### config.mk
export PLATFORM = sky130hd
export DESIGN_NAME = branch_pc_unit
export DESIGN_NICKNAME = d
export VERILOG_FILES = /design/src/rtl/branch_pc_unit.sv
export SDC_FILE = /design/constraint.sdc
export NUM_CORES = 1
export LEC_CHECK = 0
export ABC_AREA = 1
export CAP_MARGIN = 10
export CELL_PAD_IN_SITES_DETAIL_PLACEMENT = 0
export CELL_PAD_IN_SITES_GLOBAL_PLACEMENT = 1
export CORE_AREA = 2 2 101 176
export DETAILED_ROUTE_END_ITERATION = 10
export DIE_AREA = 0 0 103 178
export PLACE_DENSITY_LB_ADDON = 0.1
export SLEW_MARGIN = 15
export SYNTH_ARGS = -nofsm -noshare
export SYNTH_HDL_FRONTEND = slang
export SYNTH_SLANG_ARGS = --single-unit
### constraint.sdc
create_clock -name clk -period 4.1 [get_ports clk]
set_clock_uncertainty 0.1 [all_clocks]
set_input_delay 1.025 -clock clk [delete_from_list [all_inputs] [get_ports clk]]
set_output_delay 1.025 -clock clk [all_outputs]
set_load 0.005 [all_outputs]
### src/rtl/branch_pc_unit.sv
// Branch resolution and fetch-PC stage: decides taken/not-taken from the comparator
// results, computes the redirect target, owns the fetch PC and flushes IF/ID after a redirect.
module branch_pc_unit #(
    parameter logic [31:0] RESET_PC     = 32'h0000_0000,
    parameter logic [31:0] TRAP_PC      = 32'h0000_0004,
    parameter int unsigned FLUSH_CYCLES = 2
) (
    input  logic        clk,
    input  logic        rst,
    input  logic        stall,
    input  logic        imem_ready,
    input  logic        ex_valid,
    input  logic        is_branch,
    input  logic        is_jal,
    input  logic        is_jalr,
    input  logic [2:0]  funct3,
    input  logic        beq,
    input  logic        blt,
    input  logic [31:0] pc_ex,
    input  logic [31:0] imm,
    input  logic [31:0] rs1,
    output logic        un,
    output logic [31:0] pc,
    output logic [31:0] link_addr,
    output logic        flush,
    output logic        taken,
    output logic        trap
);

    typedef enum logic {
        ST_RUN   = 1'b0,
        ST_FLUSH = 1'b1
    } state_t;

    localparam logic [2:0] FLUSH_LAST  = 3'(FLUSH_CYCLES - 1);
    localparam bit         MULTI_FLUSH = (FLUSH_CYCLES > 1);

    state_t      r_state, w_state_next;
    logic [31:0] r_pc, w_pc_next;
    logic [2:0]  r_cnt, w_cnt_next;
    logic        r_flush, w_flush_next;
    logic        r_taken, w_taken_next;
    logic        r_trap, w_trap_next;

    logic        w_cond;
    logic        w_resolve;
    logic        w_redirect;
    logic [31:0] w_base;
    logic [31:0] w_sum;
    logic [31:0] w_target;
    logic        w_misaligned;
    logic        w_advance;

    // funct3[1] selects the unsigned compare (bltu/bgeu).
    assign un        = funct3[1];
    assign link_addr = pc_ex + 32'd4;

    always_comb begin
        w_cond = 1'b0;
        case (funct3)
            3'b000:         w_cond = beq;
            3'b001:         w_cond = ~beq;
            3'b100, 3'b110: w_cond = blt;
            3'b101, 3'b111: w_cond = ~blt;
            default:        w_cond = 1'b0;
        endcase
    end

    // jalr uses rs1 as base and clears bit 0; jal and branches are pc-relative.
    assign w_base       = is_jalr ? rs1 : pc_ex;
    assign w_sum        = w_base + imm;
    assign w_target     = {w_sum[31:1], w_sum[0] & ~is_jalr};
    assign w_misaligned = w_target[1];

    assign w_resolve  = ex_valid & ~stall & (r_state == ST_RUN);
    assign w_redirect = w_resolve & (is_jalr | is_jal | (is_branch & w_cond));
    assign w_advance  = imem_ready & ~stall;

    always_ff @(posedge clk or posedge rst) begin
        if (rst) begin
            r_state <= ST_RUN;
            r_pc    <= RESET_PC;
            r_cnt   <= 3'd0;
            r_flush <= 1'b0;
            r_taken <= 1'b0;
            r_trap  <= 1'b0;
        end else begin
            r_state <= w_state_next;
            r_pc    <= w_pc_next;
            r_cnt   <= w_cnt_next;
            r_flush <= w_flush_next;
            r_taken <= w_taken_next;
            r_trap  <= w_trap_next;
        end
    end

    always_comb begin
        w_state_next = r_state;
        w_pc_next    = r_pc;
        w_cnt_next   = r_cnt;
        w_flush_next = r_flush;
        w_taken_next = 1'b0;
        w_trap_next  = 1'b0;
        case (r_state)
            ST_RUN: begin
                w_flush_next = 1'b0;
                if (w_redirect) begin
                    // A redirect overrides the sequential pc+4 fetch.
                    w_pc_next    = w_misaligned ? TRAP_PC : w_target;
                    w_taken_next = 1'b1;
                    w_trap_next  = w_misaligned;
                    w_flush_next = 1'b1;
                    w_cnt_next   = FLUSH_LAST;
                    if (MULTI_FLUSH) begin
                        w_state_next = ST_FLUSH;
                    end
                end else if (w_advance) begin
                    w_pc_next = r_pc + 32'd4;
                end
            end
            ST_FLUSH: begin
                w_flush_next = 1'b1;
                if (w_advance) begin
                    w_pc_next = r_pc + 32'd4;
                end
                // The flush window counts down regardless of stall.
                if (r_cnt == 3'd0) begin
                    w_flush_next = 1'b0;
                    w_state_next = ST_RUN;
                end else begin
                    w_cnt_next = r_cnt - 3'd1;
                end
            end
            default: begin
                w_state_next = ST_RUN;
            end
        endcase
    end

    assign pc    = r_pc;
    assign flush = r_flush;
    assign taken = r_taken;
    assign trap  = r_trap;

endmodule

==> flow_summary.toml <==
[floorplan]
start_util_pct = 33.29
io_pins = 177
die_w_um = 103
die_h_um = 178
row_count = 63
core_area_mm2 = 0.01687
die-area_mm2 = 0.01833

[clock_network]
cts_buffers = 5
clk_pin_slew_ps = 60
clock-sinks = 37
clock_latency_ps = 290
clk_path_buf_depth = 2
cts.root.buffer_cell = "clkbuf_16"
ctsHtreeMaxLevel = 2
cts_tree = "built"

[grt]
antenna_found_initial = 0
grt_pass1_wl_um = 31850
grt_usage_pct = 22.26
grt_pass1_vias = 6749
grt_max_degree = 55
overflow = 0

[logic_synthesis]
syn_area_mm2 = 0.005615
seq_area_frac_synth_pct = 16.49
synth_nets = 1116
synth_seq_cells = 37
yosysWarnings = 0
synthTopCellsByCount = "nand2_1, inv_1, nor2_1"
yosysTopAreaCell = "nand2_1"
synth_area_leaders = "nand2_1, dfrtp_1, inv_1"
ys_types = 41
synthFlopType = "dfrtp_1"
syn_avg_cell_area_um2 = 5.783
synth.most_common_cell = "nand2_1"
syn-instance-count = 971
synthArstFlopShare_pct = 100.0
netlist.area_leader.share_pct = 23.80
synth-edff-count = 0

[worst_setup_path]
cp-startpoint = "pc_ex[8]"
critPathKind = "in -> out"
crit_fanout = 3
r2r_setup_slack_ps = 1960
critPathCaptureType = "output port"
critical_path_required_ps = 2970
rr_endpoint = "pc[30]"
crit_arrival_ps = 2870
r2r-start = "pc[2]"
crit_path_start_kind = "input pin"
reg2reg_depth = 8
critPathCapture = "link_addr[26]"

[finish]
layoutNonFillerInstCount = 1428
n_antenna_cell = 0
area.growth.synth_to_final_pct = 46.77
final_nets = 1345
drive_gt1_share_pct = 9.659
fin_util_pct = 48.86
fin_area_mm2 = 0.008242

[pwr]
swShare_pct = 41.51
internal-power_mw = 1.452
combinationalPowerShare_pct = 54.4
powerDensity_mw_per_mm2 = 301.3
pwr-share-seq_pct = 29.1
p_leak_nw = 4.136
max-vdd-ir-drop_mv = 0.1974
clockPowerShare_pct = 16.6
total_power_mw = 2.483
switching_power_mw = 1.031

[sta]
period_minus_slack_ps = 3994
drv_slew = 0
max_freq_mhz = 250.4
final_hold_viol_count = 0
finalSetupViolations = 0
worst-slew-pin-transition_ps = 512.3
slew_headroom_pct = 65.81
post-route-period-util_pct = 97.41

[routing]
ant_nets = 0
drtIter0Drc = 205
drc_errors = 0
via_per_inst = 4.624
wl_um = 19930
via_count = 6603
wl_per_cell_um = 13.96
drt_pass1_iterations = 4

[placement]
dp_hpwl_um = 17310
portBuffers = 175
dp.cells = 1412
finalWeightedCongestion = 0.9332
post_dp_cell_area_mm2 = 0.007980

[job]
max_cap_violations = 0

[min_path]
min_from = "pc[0]"
hold_path.class = "reg -> reg"

[run_status]
status = "completed"
-- metrics by stage --
step	hold WS (ps)	setup slack, ps	TNS (ps)
floorplan	372.2	793.8	0
finish	395.3	106.1	0
global route	439.5	-1.598	-1.598
global placement	371.8	-265.7	-2776
detailed placement	382.6	-264.3	-3048
CTS	396.9	-24.43	-24.43
-- state kept, by name, summed over array words and instances, names as in the netlist --
signal  count
pc         31
r_cnt       3
flush       1
taken       1
trap        1
-- power groups by stage --
stage                     clock network [mW]  logic, mW  registers (mW)
after floorplan                            0      0.713           0.691
after global placement                     0       1.35           0.731
after detailed placement                   0       1.36           0.731
after CTS                              0.417       1.37           0.724
after global routing                   0.423       1.53           0.747
final                                  0.411       1.35           0.722
-- worst min-delay path by stage --
stage	slack, ps	end	depth (start not counted)
floorplan	370	pc[0]	2
global placement	370	pc[0]	2
detailed placement	380	pc[0]	2
CTS	400	pc[0]	2
global route	440	pc[0]	2
finish	400	pc[0]	2
-- cell usage in the layout (no fill, tap or decap), types with 3 or more instances in the layout --
cell	instances
nand3_1	63
xnor2_1	17
and2_1	3
nor4_1	3
nand3_2	4
inv_1	141
ha_1	34
clkdlybuf4s50_1	149
dlymetal6s2s_1	4
a21oi_1	33
dfrtp_1	37
nor2_1	84
clkbuf_16	5
buf_4	58
buf_6	3
nand4_1	17
o21bai_1	4
nor3_4	8
nand3b_1	8
dlygate4sd2_1	17
xor2_1	35
nor2_4	7
nand2_1	355
o22ai_1	7
nand2_2	6
nor3_2	3
clkbuf_2	4
nor3_1	12
o21ai_0	53
-- worst max-delay path, stage by stage --
cell and delay [ps]:
clkdlybuf4s50_1 490, inv_2 80, nor3_4 220, nand4_4 160, buf_4 180, nor3_4 190
nand3_1 110, xor2_1 140, dlygate4sd2_1 260
-- final cells by class --
cell class	instances	area (um2)
Clock buffer	7	152.6
Clock inverter	1	5.005
Fill cell	1868	8627
Inverter	143	536.8
Multi-Input combinational cell	776	4133
Sequential cell	37	925.9
Tap cell	227	284.0
Timing Repair Buffer	237	2205
-- logic make-up after synthesis --
group,count (synthesis),share of synthesized area [%]
AO/OA/AOI/OAI,103,9.737
XOR/XNOR,52,8.110
adder cells (fa/ha/maj),36,8.155
buffers and inverters,158,11.05
flip-flops,37,16.49
other,1,0.06678
AND/OR/NAND/NOR,584,46.39
-- per-layer routing --
metal	up-vias	wire length (um)	GRT usage (%)
li1	3544	-	-
met5	-	0	0
met2	167	10760	43.37
met3	36	1010	2.939
met1	2856	7259	22.39
met4	0	903	10.31
-- what timing repair did --
| action | in CTS | in global routing |
|---|---|---|
| hold buffers | 0 | 0 |
| gates resized for setup | 34 | 16 |
| endpoints found under the setup margin | 19 | 9 |
| pin swaps | 8 | 10 |
| buffers inserted | 7 | 1 |
Note: power is estimated with default switching activity, not from simulation.
